--- src/rtl/bit_serial_subtractor_if.sv ---
`default_nettype none
// ============================================================================
// Module   : bit_serial_subtractor_if
// Brief    : Operand/handshake/result bundle for the bit-serial subtractor.
// Revision : 1.0
// ============================================================================
interface bit_serial_subtractor_if #(
  parameter int WIDTH = 8
);
  logic             start;
  logic [WIDTH-1:0] a;
  logic [WIDTH-1:0] b;
  logic             busy;
  logic             done;
  logic [WIDTH-1:0] diff;
  logic             borrow_out;
  logic             zero;

  modport master (
    output start, a, b,
    input  busy, done, diff, borrow_out, zero
  );

  modport slave (
    input  start, a, b,
    output busy, done, diff, borrow_out, zero
  );
endinterface
`default_nettype wire

--- src/rtl/bit_serial_subtractor.sv ---
`default_nettype none
// ============================================================================
// Module   : bit_serial_subtractor
// Brief    : LSB-first serial subtractor, one bit per cycle, (a - b) mod 2^WIDTH.
// Revision : 1.0
// ============================================================================
module bit_serial_subtractor #(
  parameter int WIDTH = 8
) (
  input  wire logic                clk,
  input  wire logic                rst_n,
  bit_serial_subtractor_if.slave   bus
);

  localparam int c_CNT_W = (WIDTH > 1) ? $clog2(WIDTH) : 1;
  localparam logic [c_CNT_W-1:0] c_LAST = c_CNT_W'(WIDTH - 1);

  typedef enum logic [1:0] {
    S_IDLE = 2'd0,
    S_RUN  = 2'd1,
    S_DONE = 2'd2
  } state_t;

  state_t             r_state;
  state_t             w_state_nxt;
  logic               w_busy;
  logic               w_done;

  logic [WIDTH-1:0]   r_a_sr;
  logic [WIDTH-1:0]   r_b_sr;
  logic [WIDTH-1:0]   r_acc;
  logic               r_br;
  logic [c_CNT_W-1:0] r_cnt;
  logic [WIDTH-1:0]   r_diff;
  logic               r_borrow_out;
  logic               r_zero;

  logic               w_accept;
  logic               w_run;
  logic               w_last;
  logic               w_ai;
  logic               w_bi;
  logic               w_x;
  logic               w_d;
  logic               w_br_nxt;
  logic [WIDTH-1:0]   w_result;

  assign w_accept = (r_state == S_IDLE) && bus.start;
  assign w_run    = (r_state == S_RUN);
  assign w_last   = w_run && (r_cnt == c_LAST);

  // Two cascaded half-subtractors: first a-b, then subtract the incoming borrow.
  assign w_ai     = r_a_sr[0];
  assign w_bi     = r_b_sr[0];
  assign w_x      = w_ai ^ w_bi;
  assign w_d      = w_x ^ r_br;
  assign w_br_nxt = (~w_ai & w_bi) | (~w_x & r_br);
  assign w_result = {w_d, r_acc[WIDTH-1:1]};

  always_ff @(posedge clk) begin
    if (!rst_n) begin
      r_state <= S_IDLE;
    end else begin
      r_state <= w_state_nxt;
    end
  end

  always_comb begin
    w_state_nxt = r_state;
    w_busy      = 1'b0;
    w_done      = 1'b0;
    case (r_state)
      S_IDLE: begin
        if (bus.start) begin
          w_state_nxt = S_RUN;
        end
      end
      S_RUN: begin
        w_busy = 1'b1;
        if (r_cnt == c_LAST) begin
          w_state_nxt = S_DONE;
        end
      end
      S_DONE: begin
        w_busy      = 1'b1;
        w_done      = 1'b1;
        w_state_nxt = S_IDLE;
      end
      default: begin
        w_state_nxt = S_IDLE;
      end
    endcase
  end

  always_ff @(posedge clk) begin
    if (!rst_n) begin
      r_a_sr       <= '0;
      r_b_sr       <= '0;
      r_acc        <= '0;
      r_br         <= 1'b0;
      r_cnt        <= '0;
      r_diff       <= '0;
      r_borrow_out <= 1'b0;
      r_zero       <= 1'b0;
    end else if (w_accept) begin
      // Result registers are left alone so the previous answer stays visible.
      r_a_sr <= bus.a;
      r_b_sr <= bus.b;
      r_acc  <= '0;
      r_br   <= 1'b0;
      r_cnt  <= '0;
    end else if (w_run) begin
      r_a_sr <= r_a_sr >> 1;
      r_b_sr <= r_b_sr >> 1;
      r_acc  <= w_result;
      r_br   <= w_br_nxt;
      r_cnt  <= r_cnt + c_CNT_W'(1);
      if (w_last) begin
        r_diff       <= w_result;
        r_borrow_out <= w_br_nxt;
        r_zero       <= (w_result == '0);
      end
    end
  end

  assign bus.busy       = w_busy;
  assign bus.done       = w_done;
  assign bus.diff       = r_diff;
  assign bus.borrow_out = r_borrow_out;
  assign bus.zero       = r_zero;

endmodule
`default_nettype wire

--- src/flat_wrapper.sv ---
// flat-port wrapper written by rule: the top's interface ports become plain ports
module bit_serial_subtractor_flat 
#(
  parameter int WIDTH = 8
)
  (clk, rst_n, bus_start, bus_a, bus_b, bus_busy, bus_done, bus_diff, bus_borrow_out, bus_zero);
  bit_serial_subtractor_if #(.WIDTH(WIDTH)) bus_i ();
  input  wire logic clk;
  input  wire logic rst_n;
  input wire logic [$bits(bus_i.start)-1:0] bus_start;
  input wire logic [$bits(bus_i.a)-1:0] bus_a;
  input wire logic [$bits(bus_i.b)-1:0] bus_b;
  output wire logic [$bits(bus_i.busy)-1:0] bus_busy;
  output wire logic [$bits(bus_i.done)-1:0] bus_done;
  output wire logic [$bits(bus_i.diff)-1:0] bus_diff;
  output wire logic [$bits(bus_i.borrow_out)-1:0] bus_borrow_out;
  output wire logic [$bits(bus_i.zero)-1:0] bus_zero;
  assign bus_i.start = bus_start;
  assign bus_i.a = bus_a;
  assign bus_i.b = bus_b;
  assign bus_busy = bus_i.busy;
  assign bus_done = bus_i.done;
  assign bus_diff = bus_i.diff;
  assign bus_borrow_out = bus_i.borrow_out;
  assign bus_zero = bus_i.zero;
  bit_serial_subtractor #(.WIDTH(WIDTH)) u_core (.clk(clk), .rst_n(rst_n), .bus(bus_i));
endmodule
--- config.mk ---
export PLATFORM = sky130hd
export DESIGN_NAME = bit_serial_subtractor_flat
export DESIGN_NICKNAME = d
export VERILOG_FILES = /design/src/rtl/bit_serial_subtractor_if.sv /design/src/rtl/bit_serial_subtractor.sv /design/src/flat_wrapper.sv
export SDC_FILE = /design/constraint.sdc
export NUM_CORES = 1
export LEC_CHECK = 0
export CAP_MARGIN = 20
export CORE_ASPECT_RATIO = 0.75
export CORE_MARGIN = 4
export CORE_UTILIZATION = 51
export DETAILED_ROUTE_END_ITERATION = 8
export GPL_TIMING_DRIVEN = 0
export PLACE_DENSITY = 0.83
export SLEW_MARGIN = 20
export SYNTH_ARGS = -nofsm -noshare
export SYNTH_HDL_FRONTEND = slang
export SYNTH_SLANG_ARGS = --single-unit
--- constraint.sdc ---
create_clock -name clk -period 1.6 [get_ports clk]
set_input_delay 0.32 -clock clk [delete_from_list [all_inputs] [get_ports clk]]
set_output_delay 0.32 -clock clk [all_outputs]
set_load 0.005 [all_outputs]
# After elaboration in Yosys (flattened, before gate mapping)
# Index checks and enable logic that the tools add are counted.
word_totals:
  register_bits: 40
  inputBits: 19
  out_inout_bits: 12
  elab_cells: 42
op_classes:
  add_sub_neg: 1
  n_eq_ne: 5
  mux: 9
  n_bitwise: 9
  n_reduce_logical: 9
op_table:
  columns: ["op", "count"]
  rows:
  - ["two-way mux 8 bit", 4]
  - ["zero test 8 bit", 1]
  - ["two-way mux 2 bit", 2]
  - ["!= test 2 bit, second input constant", 2]
  - ["inverter 1 bit", 4]
  - ["one-hot mux 2 bit (2 select lines)", 1]
  - ["OR reduction 2 bit", 2]
  - ["adder 3 x 1 -> 3 bit, second input constant", 1]
  - ["== test 3 bit, second input constant", 1]
  - ["AND reduction 3 bit", 1]
  - ["AND 1 bit", 2]
  - ["== test 2 x 1 -> 1 bit, second input constant", 1]
  - ["== test 2 bit, second input constant", 1]
  - ["logical AND 1 bit", 2]
  - ["zero test 2 bit", 1]
  - ["two-way mux 1 bit", 2]
  - ["AND reduction 2 bit", 1]
  - ["nonzero test 2 bit", 1]
  - ["bitwise XOR 1 bit", 2]
  - ["bitwise OR 1 bit", 1]

# Logic depth before layout (Yosys ltp)
# Gate-level depths: netlist of the first run.
logic_depth:
  ltp_word: 4
  ltp_mapped: 7
  depth_no_buf: 5

# Worst setup path before layout of the first run
# No wires, ideal clock.
synth_timing:
  kind: "register to register"
  startpoint: "register u_core.r_cnt[0]"
  endpoint: "register u_core.r_borrow_out, in the netlist u_core.bus.borrow_out"
  setup_time_ns: 0.091
  arrival_time_ns: 1.268
  t_required_ns: 1.509
  slack_ns: 0.241
  path_stages_with_launch: 6
  n_path_buf: 1
  period_less_slack_ns: 1.359
  cell_sequence: "dfxtp_1 -> ha_1 -> ha_1 -> and2_1 -> buf_2 -> a311oi_1"
synth_between:
  elab_chain_len: 3
synth_rtl:
  columns: ["element", "line", "text"]
  rows:
  - ["from (decl)", "bit_serial_subtractor.sv:33", "logic [c_CNT_W-1:0] r_cnt;"]
  - ["from (signal assigned)", "bit_serial_subtractor.sv:117", "r_cnt <= r_cnt + c_CNT_W'(1);"]
  - ["== test 3 bit", "bit_serial_subtractor.sv:50", "assign w_last = w_run && (r_cnt == c_LAST);"]
  - ["logical AND 1 bit", "bit_serial_subtractor.sv:50", null]
  - ["AND reduction 3 bit (no line)", null, null]
  - ["to (signal assigned)", "bit_serial_subtractor.sv:120", "r_borrow_out <= w_br_nxt;"]
  - ["to (decl)", "bit_serial_subtractor.sv:35", "logic r_borrow_out;"]
# No other way between the ends.
# A chain may end at the register's enable or synchronous reset.

# Final worst setup path of the first run
layout_timing:
  startpoint: "register u_core.r_state[0]"
  endpoint: "output bus_busy"
layout_between:
  elab_chain_len: 3
  elab_cells_between_ends: 4
  classes_between: "eq/ne: 2; mux: 1; reduce/logical: 1"
layout_rtl:
  columns: ["element", "line", "text"]
  rows:
  - ["from (decl)", "bit_serial_subtractor.sv:24", "state_t r_state;"]
  - ["from (signal assigned)", "bit_serial_subtractor.sv:64", "r_state <= w_state_nxt;"]
  - ["== test 2 bit / == test 2 x 1 -> 1 bit (equally long branches)", "bit_serial_subtractor.sv:72", "case (r_state)"]
  - ["OR reduction 2 bit (no line) *", null, null]
  - ["two-way mux 1 bit *", "bit_serial_subtractor.sv:72", null]
  - ["to (decl)", "flat_wrapper.sv:13", "output wire logic [$bits(bus_i.busy)-1:0] bus_busy;"]
# Every way passes the cells marked *; elsewhere a longest branch is shown, timed or not.

==> results of run 1 <==
-- final timing paths --
path,to,slack (ns),cells after the start
min reg2reg,u_core.r_br,0.48,2
max,bus_busy,0.02,3
max reg2reg,u_core.r_state[0],0.11,6
min,u_core.r_br,0.48,2
-- kinds of logic after synthesis --
group / count (synthesis) / share of synthesized area
buffers and inverters: 18 / 0.0537
and+or+nand+nor: 49 / 0.139
AOI/OAI and AO/OA: 42 / 0.151
DFF: 39 / 0.459
xor gates and xnor gates: 1 / 0.00515
muxes: 22 / 0.129
adders and majority gates: 8 / 0.0632
-- cells in the mapped netlist --
library cell  number
and2_1             2
fa_1               1
nand2_1            6
xnor2_1            1
or3b_1             2
nand3_1            8
o211a_1            1
nor4_1             2
nand4_1            1
dfxtp_1           39
clkinv_1           1
a21oi_1           14
o211ai_1           1
mux2i_1           22
nor2b_4            1
nor2_1            24
nor2b_1            1
buf_6              2
clkbuf_1           3
buf_4              1
o21ai_0           11
nand3b_1           2
a311oi_1           1
inv_1              4
buf_1              3
a211oi_1          14
buf_2              4
ha_1               7
-- through the flow --
step | cells | setup slack, ns | instance area (um^2)
floorplan | 179 | 0.241 | 1700
global placement | 247 | -0.0823 | 2050
detailed placement | 247 | -0.146 | 2050
CTS | 257 | 0.0336 | 2180
global route | 257 | 0.00404 | 2190
finish | 257 | 0.0172 | 2190
-- timing repair --
| action | CTS | global route |
|---|---|---|
| gates resized for setup | 4 | 10 |
| pin swaps | 0 | 0 |
| setup endpoints to repair | 2 | 32 |
| cloned | 0 | 0 |
| setup buffers | 2 | 0 |
-- layout by cell type, fill, tap and decap left out, drive strengths merged --
cell	netlist	routed
buf	10	11
nand4	1	1
nand3b	2	2
mux2i	22	22
clkbuf	3	10
a211oi	14	14
nor4	2	2
clkdlybuf4s50	0	28
bufinv	0	1
ha	7	7
and2	2	2
o211a	1	1
nor2	24	24
inv	4	4
a311oi	1	1
nand3	8	8
fa	1	1
dlygate4sd2	0	2
or3b	2	2
dfxtp	39	39
nand2	6	6
a21oi	14	14
xnor2	1	1
o211ai	1	1
o21ai	11	11
nor2b	2	2
clkinv	1	2
-- flip-flops by register name, summed over array words and instances, names as in the netlist --
signal	count
u_core.bus.borrow_out	1
u_core.r_b_sr	8
u_core.bus.zero	1
u_core.bus.diff	8
u_core.r_state	2
u_core.r_acc	7
u_core.r_br	1
u_core.r_cnt	3
u_core.r_a_sr	8
-- report_power, final --
| part | internal (uW) | switching (uW) |
|---|---|---|
| Clock | 504 | 342 |
| Sequential | 1150 | 99.4 |
| Combinational | 606 | 699 |
-- per-layer routing --
metal | wire (um) | up-vias | GRT usage | part of all wire
met1 | 1690 | 669 | 0.231 | 0.41
li1 | - | 709 | - | -
met4 | 134 | 0 | 0.142 | 0.033
met5 | 0 | - | 0 | 0
met2 | 1980 | 59 | 0.343 | 0.48
met3 | 292 | 17 | 0.0659 | 0.071
-- tightest hold or removal path: stages (launching register included) --
cell	delay, ns
dfxtp_1	0.31
nor2_1	0.08
a211oi_1	0.05
-- final cells by class --
| type | instances | area (um^2) |
|---|---|---|
| Fill cell | 226 | 873 |
| Multi-Input combinational cell | 122 | 835 |
| Sequential cell | 39 | 783 |
| Timing Repair Buffer | 32 | 313 |
| Clock buffer | 6 | 82.6 |
| Buffer | 13 | 75.1 |
| Tap cell | 38 | 47.5 |
| Clock inverter | 2 | 35.0 |
| Inverter | 5 | 18.8 |
==> qor.yml, run 1 <==
setup_path:
  cpPeakStageDelay_ns: 0.34
  timing.rr.start: "u_core.r_state[0]"
  path_cells: "inv_2 -> ha_1 -> dlygate4sd2_1"
  cp_max_fo: 3
  worstPathRequired_ns: 1.28
  startpoint: "u_core.r_state[0]"
  path_buf_inv: 2
  cp-start-kind: "flip-flop"
  arrival_ns: 1.26
  cpMaxStageDelayCell: "dfxtp_2"
  crit_family: "flip-flops"
  path_class: "flip-flop to primary output"
  endpoint_kind: "primary output"
final_layout:
  drive_above_1_share: 0.119
  syn_to_final_growth_pct: 28.7
  diodes: 0
  fin_util: 0.715
  nets: 245
synth:
  syn_area_per_cell_um2: 9.51
  yosysTopAreaCell: "dfxtp_1"
  ys_types: 28
  syn_inst: 179
  synth_area_leaders: "dfxtp_1, mux2i_1, a211oi_1, nor2_1, ha_1"
  ys_ff_latch: 39
  yosysSeqAreaShare: 0.459
  netlist.area_leader.share: 0.459
  syn_nets: 206
  yosys_warnings: 0
  synth_area_um2: 1700
floorplan:
  io_pins: 31
  die-area_um2: 4330
  core-area_um2: 3060
  die_x_um: 74.7
  die_h_um: 58.0
  std_cell_rows: 17
  start_util: 0.556
run:
  maxCapViolCount: 0
placed_design:
  portBuffers: 30
  gp_congestion: 0.815
  hpwl_mm: 2.82
timing:
  fmax_mhz: 632
  finalSetupViolCount: 0
  whs_ns: 0.479
  final_hold_viol_count: 0
  clock_skew_ns: 0.00490
  tightest_slew_ns: 0.499
  slew_headroom: 0.667
  grt_setup_unrepaired: "no"
  fin_crit_sh: 0.989
  finalCriticalPeriod_ns: 1.58
  finalMaxSlewViolations: 0
  final.setup.tns_ns: 0
route:
  drtPass1Iterations: 4
  via_per_inst: 5.66
  vias: 1454
  wl_per_cell_um: 15.9
  postRouteAntennaNets: 0
  drtIter0Drc: 88
  route.detailed.drc: 0
  routed_wl_mm: 4.10
clocking:
  clock_latency_ns: 0.29
  clockBufferDepth: 2
  ctsRootBufferMaster: "clkbuf_8"
  cts_hold_buf: 0
  cts_sinks: 39
  cts_tree: "done"
  h-tree-depth: 2
  cts_buffers: 5
  clk_pin_slew_worst_paths_ns: 0.08
min_path:
  hold_class: "flip-flop to flip-flop"
  hold_start: "u_core.r_br"
global_routing:
  grt_pass1_vias: 1569
  antenna_found_initial: 0
  grt_max_degree: 13
  grt_first_pass_wirelength_mm: 6.81
  grt_usage: 0.210
  grt_remaining_overflow: 0
pwr:
  power.leakage_uw: 0.000818
  power_density_nw_per_um2: 1550
  power.total_uw: 3400
  ir_drop_mv: 0.700
run_status:
  status: "finished, final reports clean"
(Power assumes the default switching activity.)
==> inputs of run 2 (changes only) <==
PLACE_DENSITY = not set   (was 0.83)
PLACE_DENSITY_LB_ADDON = 0.3   (was not set)
==> qor.yml, run 2 (synthesis results as in run 1) <==
floorplan:
  die_x_um: 74.7
  core-area_um2: 3060
  io_pins: 31
  start_util: 0.556
  die_h_um: 58.0
  std_cell_rows: 17
  die-area_um2: 4330
setup_path:
  crit_cells: 3
  cpMaxStageDelayCell: "dfxtp_2"
  endpoint_kind: "primary output"
  cp_max_fo: 4
  worstPathRequired_ns: 1.28
  arrival_ns: 1.22
  reg2regPathDepth: 6
  path_buf_inv: 2
  timing.rr.start: "u_core.r_state[0]"
  r2r_end: "u_core.r_state[0]"
  startpoint: "u_core.r_state[1]"
  path_class: "flip-flop to primary output"
  crit_end: "bus_busy"
  r2r_setup_slack_ns: 0.09
  crit_family: "flip-flops"
  cpPeakStageDelay_ns: 0.35
  path_cells: "inv_2 -> ha_1 -> dlygate4sd2_1"
  cp-start-kind: "flip-flop"
clocking:
  cts_hold_buf: 0
  cts_tree: "done"
  clk_pin_slew_worst_paths_ns: 0.08
  cts_buffers: 5
  clock_latency_ns: 0.30
  ctsRootBufferMaster: "clkbuf_8"
  clockBufferDepth: 2
  cts_sinks: 39
  h-tree-depth: 2
final_layout:
  fin_util: 0.701
  final_common_cell: "dfxtp_1"
  nets: 244
  drive_above_1_share: 0.106
  syn_to_final_growth_pct: 26.2
  diodes: 0
  stdcell_count: 256
  final_cell_mix: "dfxtp_1, clkdlybuf4s50_1, nor2_1"
pwr:
  sequentialPowerShare: 0.393
  p_clk_frac: 0.207
  power.leakage_uw: 0.000796
  pwr-share-comb: 0.400
  p_int_uw: 2050
  power_density_nw_per_um2: 1480
  switchingPower_uw: 1130
  switching_share: 0.355
  ir_drop_mv: 0.943
global_routing:
  grt_remaining_overflow: 0
  grt_usage: 0.191
  antenna_found_initial: 0
  grt_first_pass_wirelength_mm: 6.38
  grt_pass1_vias: 1486
  grt_max_degree: 13
route:
  via_per_inst: 5.57
  vias: 1427
  wl_per_cell_um: 14.7
  drtIter0Drc: 35
  postRouteAntennaNets: 0
  drtPass1Iterations: 4
  route.detailed.drc: 0
  routed_wl_mm: 3.77
timing:
  finalCriticalPeriod_ns: 1.54
  grt_setup_unrepaired: "no"
  clock_skew_ns: 0.0109
  slew_headroom: 0.664
  finalMaxSlewViolations: 0
  tightest_slew_ns: 0.504
  fin_crit_sh: 0.963
  finalSetupViolCount: 0
  fmax_mhz: 649
  final_hold_viol_count: 0
min_path:
  hold_class: "flip-flop to flip-flop"
placed_design:
  portBuffers: 30
  hpwl_mm: 2.75
  dpl.cell_count: 247
  gp_congestion: 0.832
run_status:
  status: "finished, final reports clean"
run:
  maxCapViolCount: 0
==> run 2: cell count changes in the layout (fill, tap and decap cells not counted) <==
cell | previous run | this run
ha_1 | 6 | 7
o21ai_1 | 3 | 1
buf_4 | 3 | 2
clkbuf_1 | 2 | 3
o21ai_0 | 8 | 10
clkinvlp_4 | 0 | 1
bufinv_16 | 1 | 0
ha_2 | 1 | 0
clkbuf_8 | 6 | 5
==> run 2: per-layer routing <==
layer	up-vias	wire (um)	track usage
li1	702	-	-
met1	682	1790	0.232
met2	32	1670	0.305
met3	11	179	0.0503
met4	0	121	0.107
met5	-	0	0
==> run 2: power by group through the flow <==
| stage | logic [uW] | clock network [uW] | registers (uW) |
|---|---|---|---|
| floorplan | 942 | 0 | 1230 |
| global placement | 1180 | 0 | 1250 |
| detailed placement | 1250 | 0 | 1270 |
| CTS | 1260 | 670 | 1250 |
| global route | 1400 | 702 | 1270 |
| finish | 1270 | 657 | 1250 |
==> run 2: layout make-up <==
type,count,area [um^2]
Fill cell,248,916
Multi-Input combinational cell,122,832
Sequential cell,39,783
Timing Repair Buffer,31,305
Buffer,13,75.1
Clock buffer,6,72.6
Tap cell,38,47.5
Inverter,5,18.8
Clock inverter,2,12.5
==> run 2: tightest hold or removal path, cell delays in order, from the launching register on <==
cell and delay (ns):
dfxtp_1 0.31, o21ai_0 0.06, a21oi_1 0.06
==> run 2: timing repair <==
item,in CTS,in global routing
resized for setup,6,5
pin swaps,0,0
setup endpoints to repair,7,9
setup buffers,1,0
==> run 2: how the worst min path moves through the flow <==
stage	startpoint	to	slack, ns	depth (start not counted)
4_1_cts	u_core.bus.zero	u_core.bus.zero	0.48	2
3_5_place_dp	u_core.bus.zero	u_core.bus.zero	0.47	2
5_1_grt	u_core.bus.diff[2]	u_core.bus.diff[2]	0.50	2
3_3_place_gp	u_core.bus.diff[0]	u_core.bus.diff[0]	0.46	2
2_1_floorplan	rst_n	u_core.r_b_sr[0]	0.45	1
6_report	u_core.bus.zero	u_core.bus.zero	0.48	2
==> run 2: per-stage QoR <==
| step | setup slack (ns) | area [um^2] | hold slack, ns | TNS (ns) | total power (uW) |
|---|---|---|---|---|---|
| CTS | 0.0468 | 2140 | 0.482 | 0 | 3180 |
| global route | 0.00137 | 2150 | 0.497 | 0 | 3370 |
| finish | 0.0587 | 2150 | 0.478 | 0 | 3170 |
| detailed placement | -0.119 | 2050 | 0.471 | -2.64 | 2520 |
| floorplan | 0.241 | 1700 | 0.453 | 0 | 2180 |
| global placement | -0.0601 | 2050 | 0.464 | -1.29 | 2430 |
==> inputs of run 3 (changes only) <==
CORE_UTILIZATION = 46   (was 51)
SETUP_SLACK_MARGIN = 0.4   (was not set)
clock period = 1.34 ns   (was 1.6 ns; I/O delays follow)
==> qor.yml, run 3 (synthesis results as in run 1) <==
placed_design:
  dpl-instance-area_um2: 2180
  gp_congestion: 0.783
  hpwl_mm: 2.81
  dpl.cell_count: 259
  portBuffers: 30
global_routing:
  antenna_found_initial: 0
  grt_usage: 0.226
  grt_remaining_overflow: 0
  grt_first_pass_wirelength_mm: 8.09
  grt_pass1_vias: 1592
  grt_max_degree: 12
pwr:
  power.leakage_uw: 0.00107
  ir_drop_mv: 1.22
  power_density_nw_per_um2: 1940
final_layout:
  nets: 267
  diodes: 0
  drive_above_1_share: 0.546
  syn_to_final_growth_pct: 69.1
  final_cell_mix: "dfxtp_1, nor2_1, clkdlybuf4s50_1"
  final_common_cell: "dfxtp_1"
  fin_area_um2: 2880
  stdcell_count: 290
  nFillCells: 174
setup_path:
  arrival_ns: 1.72
  cp_max_fo: 7
  cp-start-kind: "flip-flop"
  path_class: "flip-flop to flip-flop"
  worstPathRequired_ns: 1.56
  endpoint_kind: "flip-flop"
clocking:
  ctsRootBufferMaster: "clkbuf_8"
  cts_tree: "done"
  cts_hold_buf: 0
  clockBufferDepth: 2
  clk_pin_slew_worst_paths_ns: 0.08
  h-tree-depth: 2
  cts_buffers: 5
  clock_latency_ns: 0.30
  cts_sinks: 39
route:
  wl_per_cell_um: 20.5
  routed_wl_mm: 5.93
  route.detailed.drc: 0
  vias: 1634
  postRouteAntennaNets: 0
  via_per_inst: 5.63
  drtIter0Drc: 114
  drtPass1Iterations: 4
timing:
  slew_headroom: 0.736
  finalSetupViolCount: 32
  finalCriticalPeriod_ns: 1.50
  fin_ws_ns: -0.155
  fmax_mhz: 669
  final_hold_viol_count: 0
  tightest_slew_ns: 0.392
  finalMaxSlewViolations: 0
  grt_setup_unrepaired: "yes"
  clock_skew_ns: 0.00746
  fin_crit_sh: 1.12
floorplan:
  std_cell_rows: 18
  die_x_um: 78.2
  die-area_um2: 4750
  start_util: 0.497
  die_h_um: 60.7
  io_pins: 31
  core-area_um2: 3420
run_status:
  status: "finished with violations"
  violations: "setup timing"
run:
  maxCapViolCount: 0
min_path:
  hold_class: "flip-flop to flip-flop"
==> run 3: layout make-up <==
type                    instances  area (um^2)  share of cell area
plain buffers                  13          179              0.0622
clock buffers                   6         82.6              0.0287
clock inverters                 1         5.00             0.00174
inverters                       5         27.5             0.00957
multi-input cells             123         1150               0.400
flip-flops and latches         39          803               0.279
well taps                      50         62.6              0.0217
repair buffers                 53          567               0.197
==> run 3: where the power goes <==
part	total, uW	internal, uW	leakage [uW]	switching [uW]
Clock	836	405	0.0000470	431
Sequential	1550	1380	0.000326	174
Combinational	3190	1770	0.000699	1420
Total	5580	3560	0.00107	2020
==> run 3: metrics by stage <==
step                power (uW)  setup TNS (ns)  setup slack [ns]   util  hold slack, ns
finish                    5580           -1.66            -0.155  0.841           0.473
global route              5810           -3.39            -0.189  0.841           0.486
CTS                       4750          -0.793            -0.124  0.748           0.455
detailed placement        3190           -8.87            -0.332  0.636           0.474
global placement          3130           -7.94            -0.278  0.636           0.465
floorplan                 2800               0            0.0549      -           0.394
==> run 3: worst paths after layout <==
check,start,endpoint,slack [ns],cells after the start
setup / recovery,u_core.r_state[0],u_core.r_state[1],-0.16,6
setup reg to reg,u_core.r_state[0],u_core.r_state[1],-0.16,6
hold / removal,u_core.bus.diff[1],u_core.bus.diff[1],0.47,2
hold reg to reg,u_core.bus.diff[1],u_core.bus.diff[1],0.47,2
==> run 3: what timing repair did <==
item,in CTS,in global routing
pin swaps,16,9
cloned,4,2
buffers inserted,9,9
gates resized for setup,104,49
setup endpoints to repair,51,51
==> run 3: worst max-delay path, cell delays in order (launching register included) <==
cell	delay, ns
dfxtp_4	0.35
buf_6	0.12
ha_4	0.15
buf_8	0.13
nor2b_4	0.14
or3b_4	0.38
a21oi_2	0.15
==> run 3: metal layers <==
metal | routed length (um) | global-route usage
met5 | 0 | 0
met4 | 68 | 0.0748
met3 | 322 | 0.0638
met2 | 2930 | 0.368
met1 | 2610 | 0.295
==> RTL edit: new RTL, settings of run 3 <==
Encoding of `state_t`: now one-hot (3 bits for 3 states).
--- a/src/rtl/bit_serial_subtractor.sv
+++ b/src/rtl/bit_serial_subtractor.sv
@@ -16,8 +16,8 @@
   localparam logic [c_CNT_W-1:0] c_LAST = c_CNT_W'(WIDTH - 1);
 
-  typedef enum logic [1:0] {
-    S_IDLE = 2'd0,
-    S_RUN  = 2'd1,
-    S_DONE = 2'd2
+  typedef enum logic [2:0] {
+    S_IDLE = 3'b001,
+    S_RUN  = 3'b010,
+    S_DONE = 3'b100
   } state_t;
 
Function: no difference found for any inputs over 10 cycles, from zero or initial values and one cycle with rst_n low; not proved beyond that.
==> RTL edit against run 3 <==
- the flow still finishes with violations (setup timing)
- wire length shrank 21%
- design area fell by 8.7%
- sequential cell count is 1 higher
- worst setup slack lost 89 ps
- synthesized area fell by 1.6%
- synthesized cell count rose by 5.6%
- critical path type is now reg2out
- largest cell class unchanged
Power is not compared: it rests on default switching activity, and its combinational part moved more than twofold at a synthesized area within 25%.
==> RTL edit: results (changes against run 3) <==
| Metric | Value |
|---|---|
| Met3 WL | 148 um (-54%) |
| GR Util All Layers | 18.63% (-4.0 points) |
| Placed Cells | 269 (+3.9%) |
| # Post-CTS Setup Buffers | 11 (+2) |
| Synth top cells by count | nand2_1, dfxtp_1, o21ai_0 |
| Ant diodes | 0 (unchanged) |
| Pre-CTS setup slack | -368.1 ps (-36.08 ps) |
| HP Class | reg2reg |
| Synthesized Nets | 211 (+2.4%) |
| Post-route insts no fill | 300 (+3.4%) |
| Post-synthesis sequential area ratio | 47.83% (+2.0 points) |
| Maximum vdd drop | 828.6 uV |
| CP Max Fanout | 4 (-3) |
| Initial antenna violation count | 0 (unchanged) |
| Unique masters post-synth | 33 (+18%) |
| Static Leakage | 0.9632 nW |
| Final Setup Violations | 40 (+25%) |
| Setup TNS | -6616 ps (-4958 ps) |
| Port bufs | 30 (unchanged) |
| First-pass DRT Iterations | 4 (unchanged) |
| Vias | 1,570 (-3.9%) |
| DRT met1 WL | 2151 um (-18%) |
| CTS Buffer Depth | 2 (unchanged) |
| Met2 WL | 2304 um (-21%) |
| Slowest cell on the critical path | or3b_4 |
| Highest routed layer | met4 |
| RD Place Congestion | 0.7771 (-0.78%) |
| Max incr delay on CP | 380 ps (about the same) |
| Setup Skew | 7.991 ps (+0.5348 ps) |
| Worst-Margin Slew | 375.9 ps (-16.62 ps) |
| Top cell family by delay on the critical path | simple AND/OR/NAND/NOR gates |
| Vias in the first global route | 1,380 (-13%) |
| FFs w/ async S/R, synth | 0% (unchanged) |
| Final worst setup slack | -244.0 ps (-88.92 ps) |
| Post-DP HPWL | 2561 um (-8.8%) |
| Htree depth | 2 (unchanged) |
| Layout cells sized above 1 | 48.40% (-6.2 points) |
| Initial DRC Count | 73 (-36%) |
| Final wirelength | 4676 um (-21%) |
| Placed inst area | 0.002113 mm2 (-3.0%) |
| Syn Area/Cell | 8.858 um2 (-6.8%) |
| Critical Path AT | 1320 ps (-400 ps) |
| Clk pin slew, worst setup/hold paths | 80 ps (about the same) |
| Failing checks | setup timing |
| Largest net degree at the start of global routing | 13 (+1) |
| CTS resizes | 84 (-19%) |
| CTS Buf Count | 5 (unchanged) |
| First-pass GRT wire length | 6617 um (-18%) |
| Count leader, synth | nand2_1 |
| Worst-Skew Late Latency | 290 ps |
| Main synth FF type | dfxtp_1 |
| Clock root buffer | clkbuf_8 |
| Congestion Overflow GR | 0 (unchanged) |
| Top cells by area, synth | dfxtp_1, nand2_1, mux2i_1, a31oi_1, o21ai_0 |
| Outcome | complete, but fails checks |
-- RTL edit: cell types whose count changed after synthesis, sizes merged, moves of 6 or more --
cell    before  now
nor2b        2    8
a211oi      14    1
a31oi        0   14
mux2i       22    9
nand3        8    0
nor2        24    2
o21ai       11   18
nand2        6   52
-- RTL edit: kinds of logic (layout without fill, tap and decap cells) --
group	Yosys count	in the layout	share of synthesized area, %
xor+xnor	1	1	0.5233
buf+inv	17	78	6.950
mux	9	9	5.381
fa+ha+maj	3	3	2.690
flops	40	40	47.83
compound gates	43	43	14.65
simple gates	76	76	21.97
-- RTL edit: worst reg2reg max path: stages, from the launching register on --
cell	delay, ps
dfxtp_4	370
ha_4	130
ha_4	130
nor4bb_4	240
buf_6	190
buf_12	120
mux2i_1	210
nor2b_1	70
-- RTL edit: worst paths after layout --
check,startpoint,endpoint,slack [ps],depth (start not counted)
worst max-delay path,u_core.r_state[1],bus_busy,-240,4
worst max register to register,u_core.r_cnt[1],u_core.bus.diff[4],-220,7
worst min register to register,u_core.bus.zero,u_core.bus.zero,470,2
worst min-delay path,u_core.bus.zero,u_core.bus.zero,470,2
-- RTL edit: cell type report --
class	count	area (um2)
Inverter	2	7.507
Multi-Input combinational cell	132	952.2
Fill cell	217	774.5
Tap cell	50	62.56
Timing Repair Buffer	53	529.3
Clock inverter	2	10.01
Buffer	15	151.4
Sequential cell	40	830.8
Clock buffer	6	82.58
-- RTL edit: metal layers --
layer  global-route usage [%]  up-vias
met5                        0        -
met4                    6.853        0
met2                    29.63       24
met1                    24.49      772
met3                    4.970        9
li1                         -      765
-- RTL edit: power breakdown --
group | switching, W | internal, W
sequential | 0.0000381 | 0.00123
combinational | 0.000163 | 0.000190
clock | 0.000410 | 0.000411
